File: config.mk
export PLATFORM = sky130hd
export DESIGN_NAME = apb_slave_regbank
export DESIGN_NICKNAME = d
export VERILOG_FILES = /design/src/rtl/apb_pkg.sv /design/src/rtl/apb_regbank_mem.sv /design/src/rtl/apb_slave_regbank.sv
export SDC_FILE = /design/constraint.sdc
export NUM_CORES = 1
export LEC_CHECK = 0
export CORE_ASPECT_RATIO = 0.7
export CORE_MARGIN = 2
export CORE_UTILIZATION = 35
export CTS_CLUSTER_SIZE = 12
export DETAILED_ROUTE_END_ITERATION = 10
export PLACE_DENSITY_LB_ADDON = 0.15
export SYNTH_ARGS = -nofsm -noshare
export SYNTH_HDL_FRONTEND = slang
export SYNTH_HIERARCHICAL = 1
export SYNTH_SLANG_ARGS = --single-unit
File: constraint.sdc
create_clock -name clk -period 4.7 [get_ports clk]
set_input_delay 1.41 -clock clk [delete_from_list [all_inputs] [get_ports clk]]
set_output_delay 1.41 -clock clk [all_outputs]
set_load 0.05 [all_outputs]
File: src/rtl/apb_pkg.sv
// Shared definitions for the APB slave register bank: default bus widths,
// transfer-counter width and the slave FSM state encoding.
package apb_pkg;

   localparam int DATA_W     = 8;
   localparam int ADDR_W     = 8;
   localparam int XFER_CNT_W = 16;

   typedef enum logic [1:0] {
      IDLE   = 2'b00,
      SETUP  = 2'b01,
      ACCESS = 2'b10,
      READY  = 2'b11
   } apb_state_e;

endpackage

File: src/rtl/apb_regbank_mem.sv
// DEPTH x DATA_W register storage: asynchronous clear, one synchronous write
// port and one combinational read port.
module apb_regbank_mem #(
   parameter int DATA_W = 8,
   parameter int DEPTH  = 16,
   parameter int IDX_W  = 4
) (
   input  logic              clk,
   input  logic              rst,
   input  logic              we,
   input  logic [IDX_W-1:0]  wr_idx,
   input  logic [DATA_W-1:0] wr_data,
   input  logic [IDX_W-1:0]  rd_idx,
   output logic [DATA_W-1:0] rd_data
);

   logic [DATA_W-1:0] mem_q [DEPTH];
   logic [DATA_W-1:0] mem_d [DEPTH];

   // Next contents: only the addressed entry changes, and only on a write.
   always_comb begin
      for (int i = 0; i < DEPTH; i++) begin
         mem_d[i] = (we && (wr_idx == IDX_W'(i))) ? wr_data : mem_q[i];
      end
   end

   // Storage flops, cleared asynchronously.
   always_ff @(posedge clk or posedge rst) begin
      if (rst) begin
         for (int i = 0; i < DEPTH; i++) begin
            mem_q[i] <= '0;
         end
      end else begin
         for (int i = 0; i < DEPTH; i++) begin
            mem_q[i] <= mem_d[i];
         end
      end
   end

   assign rd_data = mem_q[rd_idx];

endmodule

File: src/rtl/apb_slave_regbank.sv
// APB slave register bank. Tracks the master's setup/access phases, inserts
// WAIT_CYCLES extra wait states, flags out-of-range addresses with pslverr,
// commits writes on the completion edge and counts completed transfers.
module apb_slave_regbank #(
   parameter int DATA_W      = apb_pkg::DATA_W,
   parameter int ADDR_W      = apb_pkg::ADDR_W,
   parameter int DEPTH       = 16,
   parameter int WAIT_CYCLES = 0
) (
   input  logic                          clk,
   input  logic                          rst,
   input  logic                          psel,
   input  logic                          penable,
   input  logic                          pwrite,
   input  logic [ADDR_W-1:0]             paddr,
   input  logic [DATA_W-1:0]             pwdata,
   output logic [DATA_W-1:0]             prdata,
   output logic                          pready,
   output logic                          pslverr,
   output logic                          wr_pulse,
   output logic [apb_pkg::XFER_CNT_W-1:0] xfer_cnt
);

   import apb_pkg::*;

   localparam int IDX_W = (DEPTH > 1) ? $clog2(DEPTH) : 1;
   localparam int WC_W  = (WAIT_CYCLES > 0) ? $clog2(WAIT_CYCLES + 1) : 1;
   localparam logic [ADDR_W:0] DEPTH_A = (ADDR_W + 1)'(DEPTH);
   // The SETUP-state cycle is the first access cycle and already serves as the
   // inherent wait, so ACCESS only has WAIT_CYCLES-1 further cycles to count.
   localparam logic [WC_W-1:0] WC_FIRST = (WAIT_CYCLES > 0) ? WC_W'(WAIT_CYCLES - 1) : '0;

   function automatic logic [XFER_CNT_W-1:0] sat_inc(input logic [XFER_CNT_W-1:0] v);
      return (&v) ? v : v + 1'b1;
   endfunction

   apb_state_e              state_q, state_d;
   logic [WC_W-1:0]         wait_q, wait_d;
   logic [IDX_W-1:0]        idx_q, idx_d;
   logic                    write_q, write_d;
   logic [DATA_W-1:0]       prdata_q, prdata_d;
   logic                    pready_q, pready_d;
   logic                    pslverr_q, pslverr_d;
   logic                    wr_pulse_q, wr_pulse_d;
   logic [XFER_CNT_W-1:0]   xfer_cnt_q, xfer_cnt_d;

   logic                    complete;
   logic                    commit;
   logic                    in_range;
   logic [DATA_W-1:0]       rd_data;

   assign in_range = ({1'b0, paddr} < DEPTH_A);

   apb_regbank_mem #(
      .DATA_W (DATA_W),
      .DEPTH  (DEPTH),
      .IDX_W  (IDX_W)
   ) u_mem (
      .clk     (clk),
      .rst     (rst),
      .we      (commit),
      .wr_idx  (idx_q),
      .wr_data (pwdata),
      .rd_idx  (paddr[IDX_W-1:0]),
      .rd_data (rd_data)
   );

   // Next-state and registered-output logic for the transfer FSM.
   always_comb begin
      state_d    = state_q;
      wait_d     = wait_q;
      idx_d      = idx_q;
      write_d    = write_q;
      prdata_d   = prdata_q;
      pready_d   = pready_q;
      pslverr_d  = pslverr_q;
      wr_pulse_d = 1'b0;
      xfer_cnt_d = xfer_cnt_q;
      complete   = 1'b0;
      commit     = 1'b0;

      case (state_q)
         IDLE: begin
            // A lingering penable from the previous transfer is not a setup.
            if (psel && !penable) state_d = SETUP;
         end
         SETUP: begin
            if (!psel) begin
               state_d = IDLE;
            end else if (penable) begin
               if (WAIT_CYCLES == 0) begin
                  complete = 1'b1;
               end else begin
                  state_d = ACCESS;
                  wait_d  = WC_FIRST;
               end
            end
         end
         ACCESS: begin
            if (!psel) begin
               state_d = IDLE;
               wait_d  = '0;
            end else if (penable) begin
               if (wait_q == '0) complete = 1'b1;
               else              wait_d   = wait_q - 1'b1;
            end
         end
         READY: begin
            state_d   = IDLE;
            pready_d  = 1'b0;
            pslverr_d = 1'b0;
            // Losing psel here abandons the transfer: no commit, no count.
            if (psel) begin
               xfer_cnt_d = sat_inc(xfer_cnt_q);
               if (write_q && !pslverr_q) begin
                  commit     = 1'b1;
                  wr_pulse_d = 1'b1;
               end
            end
         end
         default: state_d = IDLE;
      endcase

      if (complete) begin
         state_d   = READY;
         pready_d  = 1'b1;
         wait_d    = '0;
         idx_d     = paddr[IDX_W-1:0];
         write_d   = pwrite;
         pslverr_d = !in_range;
         if (!pwrite) prdata_d = in_range ? rd_data : '0;
      end
   end

   // FSM state and all registered outputs.
   always_ff @(posedge clk or posedge rst) begin
      if (rst) begin
         state_q    <= IDLE;
         wait_q     <= '0;
         idx_q      <= '0;
         write_q    <= 1'b0;
         prdata_q   <= '0;
         pready_q   <= 1'b0;
         pslverr_q  <= 1'b0;
         wr_pulse_q <= 1'b0;
         xfer_cnt_q <= '0;
      end else begin
         state_q    <= state_d;
         wait_q     <= wait_d;
         idx_q      <= idx_d;
         write_q    <= write_d;
         prdata_q   <= prdata_d;
         pready_q   <= pready_d;
         pslverr_q  <= pslverr_d;
         wr_pulse_q <= wr_pulse_d;
         xfer_cnt_q <= xfer_cnt_d;
      end
   end

   assign prdata   = prdata_q;
   assign pready   = pready_q;
   assign pslverr  = pslverr_q;
   assign wr_pulse = wr_pulse_q;
   assign xfer_cnt = xfer_cnt_q;

endmodule

==> results_dict.tcl <==
set metrics [dict create \
    clkSlewWorstSetupHoldPaths_ns 0.07 \
    worst-path-max-fanout 8 \
    fin_crit_ns 3.385 \
    grt_max_degree 70 \
    rsz0062_at_grt "no" \
    initial_utilization 0.3536 \
    setup.worst_path.end_class "flop" \
    synth-edff-count 0 \
    worstSetupPathType "primary input to flop" \
    placement_rows 45 \
    reg2regPathDepth 7 \
    drt_wl_total_um 17910 \
    design.core.area_um2 21450 \
    cp.arrival_ns 3.70 \
    grt_usage 0.1678 \
    io_pins 48 \
    cts_made_buffers 17 \
    setup_viol_count_final 0 \
    status "complete, no violations" \
    sort_of_element_at_the_start_of_the_critical_path "primary input" \
    tritoncts "done" \
    clockRootBuffer "sky130_fd_sc_hd__clkbuf_16" \
    clk_latency_worst_skew_pair_ns 0.43 \
    ys_ff_latch 162 \
    cts_hold_buf 0 \
    finish.utilization 0.4142 \
    synth_async_sr_flop_share 1.000 \
    drt-pass1-iter-count 6 \
    timing.final.max_slew_violations 0 \
    grt.overflow.total 0 \
    multiInputGateArea_um2 3326 \
    number_of_instances_on_the_worst_hold_path 1 \
    maxCapViolations 0 \
    grt_pass1_vias 4677 \
    port-buffer-count 47 \
    post-dp-hpwl_um 12120 \
    drt_first_iter_violations 393 \
    reg2reg_from "state_q[0]" \
    worstHoldStart "u_mem/mem_q[97]" \
    layout_worst_path_cycle_share 0.7203 \
    synth.distinct_cells 50 \
    yosysSeqAreaShare 0.5345 \
    mapped_cell_area_um2 7585 \
    ys.warnings.count 6 \
    ff_latch_area_um2 4054 \
    cts_max_path_buffers 2 \
    ratio_of_cells_with_drive_above_1_in_the_final_layout 0.3924 \
    hold_path.class "flop to flop" \
    routed_wire_length_per_instance_um 20.87 \
    floorplan.die_area_um2 22880 \
    syn2layout_area_growth_pct 17.16 \
    worstPathRequired_ns 5.01 \
    synthesis.instances 518 \
    via_per_inst 5.217 \
    gp_routability_congestion 0.7738 \
    syn_nets 543 \
    crit-reg2reg-capture "u_mem/mem_q[91]" \
    final_nets 588 \
    timing.clock.skew_ns 0.01433 \
    synthesis.area_per_instance_um2 14.64 \
    ir_drop_uv 255.5 \
    power_per_cell_area_nw_per_um2 458.2 \
    residual_antenna_violating_net_count_after_detailed_routing 0 \
    number_of_sinks_handled_by_clock_tree_synthesis 162 \
    insertedDiodeCount 0 \
    min_delay_worst_endpoint "u_mem/mem_q[97]" \
    setup_total_negative_slack_ns 0 \
    fmax_mhz 295.4 \
    relSlewSlack 0.3929 \
    grt_first_pass_wirelength_um 28630 \
    htreeDepth 4 \
    worst_slew_pin_slew_ns 0.9107 \
    fillCellCount 1921 \
    drc 0 \
    vias 4476 \
    post_cts.repair.setup_buffers 0 \
    die_height_um 127.2 \
    die_width_um 180.0 \
    synth_flop_cell "sky130_fd_sc_hd__dfrtp_1" \
    final-hold-violation-count 0 \
    standby_leakage_power_nw 4.167 \
    reg2reg_setup_slack_ns 2.32 \
    cts-resized-gates 0 \
    initial_antenna_violation_count 0 \
]
-- routing by layer --
metal / track usage / wire (um)
met1: 0.2535 / 9408
met2: 0.2391 / 7911
met3: 0.04105 / 464
met4: 0.04639 / 121
met5: 0 / 0
-- report_power, final --
group | internal (mW) | switching [mW]
Combinational | 0.430 | 0.391
Clock | 0.790 | 0.603
Sequential | 1.67 | 0.185
Total | 2.89 | 1.18
-- sequential cells by signal, indices dropped and copies added, names as in the netlist --
| name | flops |
|---|---|
| u_mem/mem_q | 128 |
| wr_pulse | 1 |
| idx_q | 4 |
| state_q | 2 |
| prdata | 8 |
| pready | 1 |
| pslverr | 1 |
| xfer_cnt | 16 |
| write_q | 1 |
-- worst max-delay path, stage by stage --
cell	delay [ns]
sky130_fd_sc_hd__clkdlybuf4s50_1	0.60
sky130_fd_sc_hd__nand2_1	0.14
sky130_fd_sc_hd__nor3b_1	0.21
sky130_fd_sc_hd__buf_4	0.19
sky130_fd_sc_hd__nand3b_4	0.11
sky130_fd_sc_hd__or3_1	0.63
sky130_fd_sc_hd__mux2_4	0.40
-- how the worst max path moves through the flow --
| stage | slack, ns | depth (start not counted) | endpoint | startpoint |
|---|---|---|---|---|
| after global routing | 1.16 | 7 | u_mem/mem_q[18] | psel |
| after detailed placement | 0.85 | 7 | u_mem/mem_q[23] | psel |
| final | 1.31 | 7 | u_mem/mem_q[91] | psel |
| after global placement | 0.84 | 7 | u_mem/mem_q[22] | psel |
| after CTS | 1.32 | 7 | u_mem/mem_q[23] | psel |
| after floorplan | 1.42 | 5 | u_mem/mem_q[16] | psel |
-- cells by family (layout without fill, tap and decap cells) --
group / after synthesis / in the layout / synth area share
muxes: 170 / 170 / 0.3077
DFF: 162 / 162 / 0.5345
and+or+nand+nor: 99 / 99 / 0.08413
buffers and inverters: 39 / 97 / 0.02705
AOI/OAI and AO/OA: 36 / 36 / 0.03085
xor gates and xnor gates: 8 / 8 / 0.009238
adders and majority gates: 4 / 4 / 0.006599
-- Yosys cell counts, types with 3 or more instances --
| master | n | area [um^2] |
|---|---|---|
| sky130_fd_sc_hd__nor3_1 | 3 | 15.01 |
| sky130_fd_sc_hd__o21ai_0 | 12 | 60.06 |
| sky130_fd_sc_hd__a22oi_1 | 16 | 120.1 |
| sky130_fd_sc_hd__mux2_1 | 8 | 90.09 |
| sky130_fd_sc_hd__mux4_2 | 32 | 720.7 |
| sky130_fd_sc_hd__mux2_4 | 16 | 240.2 |
| sky130_fd_sc_hd__a21oi_1 | 4 | 20.02 |
| sky130_fd_sc_hd__nand2b_1 | 5 | 31.28 |
| sky130_fd_sc_hd__nand4_1 | 3 | 18.77 |
| sky130_fd_sc_hd__inv_1 | 11 | 41.29 |
| sky130_fd_sc_hd__nor2_2 | 8 | 50.05 |
| sky130_fd_sc_hd__buf_2 | 8 | 40.04 |
| sky130_fd_sc_hd__mux2_2 | 113 | 1272 |
| sky130_fd_sc_hd__buf_4 | 3 | 22.52 |
| sky130_fd_sc_hd__nor2_1 | 10 | 37.54 |
| sky130_fd_sc_hd__xor2_1 | 6 | 52.55 |
| sky130_fd_sc_hd__nor4_1 | 3 | 18.77 |
| sky130_fd_sc_hd__ha_1 | 4 | 50.05 |
| sky130_fd_sc_hd__clkbuf_1 | 11 | 41.29 |
| sky130_fd_sc_hd__nand2_1 | 36 | 135.1 |
| sky130_fd_sc_hd__dfrtp_1 | 162 | 4054 |
| sky130_fd_sc_hd__nor2b_1 | 3 | 18.77 |
| sky130_fd_sc_hd__buf_6 | 5 | 56.30 |
-- layout by cell type (no fill, tap or decap), drive strengths merged, types with 2 or more instances in the layout --
master,n
xnor2,2
and3,2
nand2,36
clkinv,4
bufinv,2
or3,3
nor3,5
o21ai,12
a21oi,4
and2,2
nand3b,3
or2,2
inv,15
nor2,19
nor3b,2
mux4,32
nand4,6
mux2,137
clkbuf,18
xor2,6
ha,4
nand2b,6
nor2b,3
nor4,6
dfrtp,162
clkdlybuf4s50,45
clkinvlp,4
buf,9
nand3,4
a22oi,16
-- final cells by class --
type                            count  share of cell area
Sequential cell                   162              0.4562
Multi-Input combinational cell    317              0.3743
Timing Repair Buffer               54             0.05914
Clock buffer                       18             0.04830
Tap cell                          282             0.03971
Clock inverter                     14             0.01732
Inverter                           11            0.005069
-- per-stage QoR --
stage	cells	cell area (um^2)	hold slack [ns]	power [mW]	worst slack (ns)
floorplan	518	7589	0.4526	2.455	1.425
global placement	826	8303	0.4703	2.677	0.8387
detailed placement	826	8303	0.4747	2.705	0.8480
CTS	858	8886	0.4902	4.110	1.318
global route	858	8886	0.5147	4.273	1.158
finish	858	8886	0.4846	4.072	1.315
Note: power is estimated with default switching activity, not from simulation.
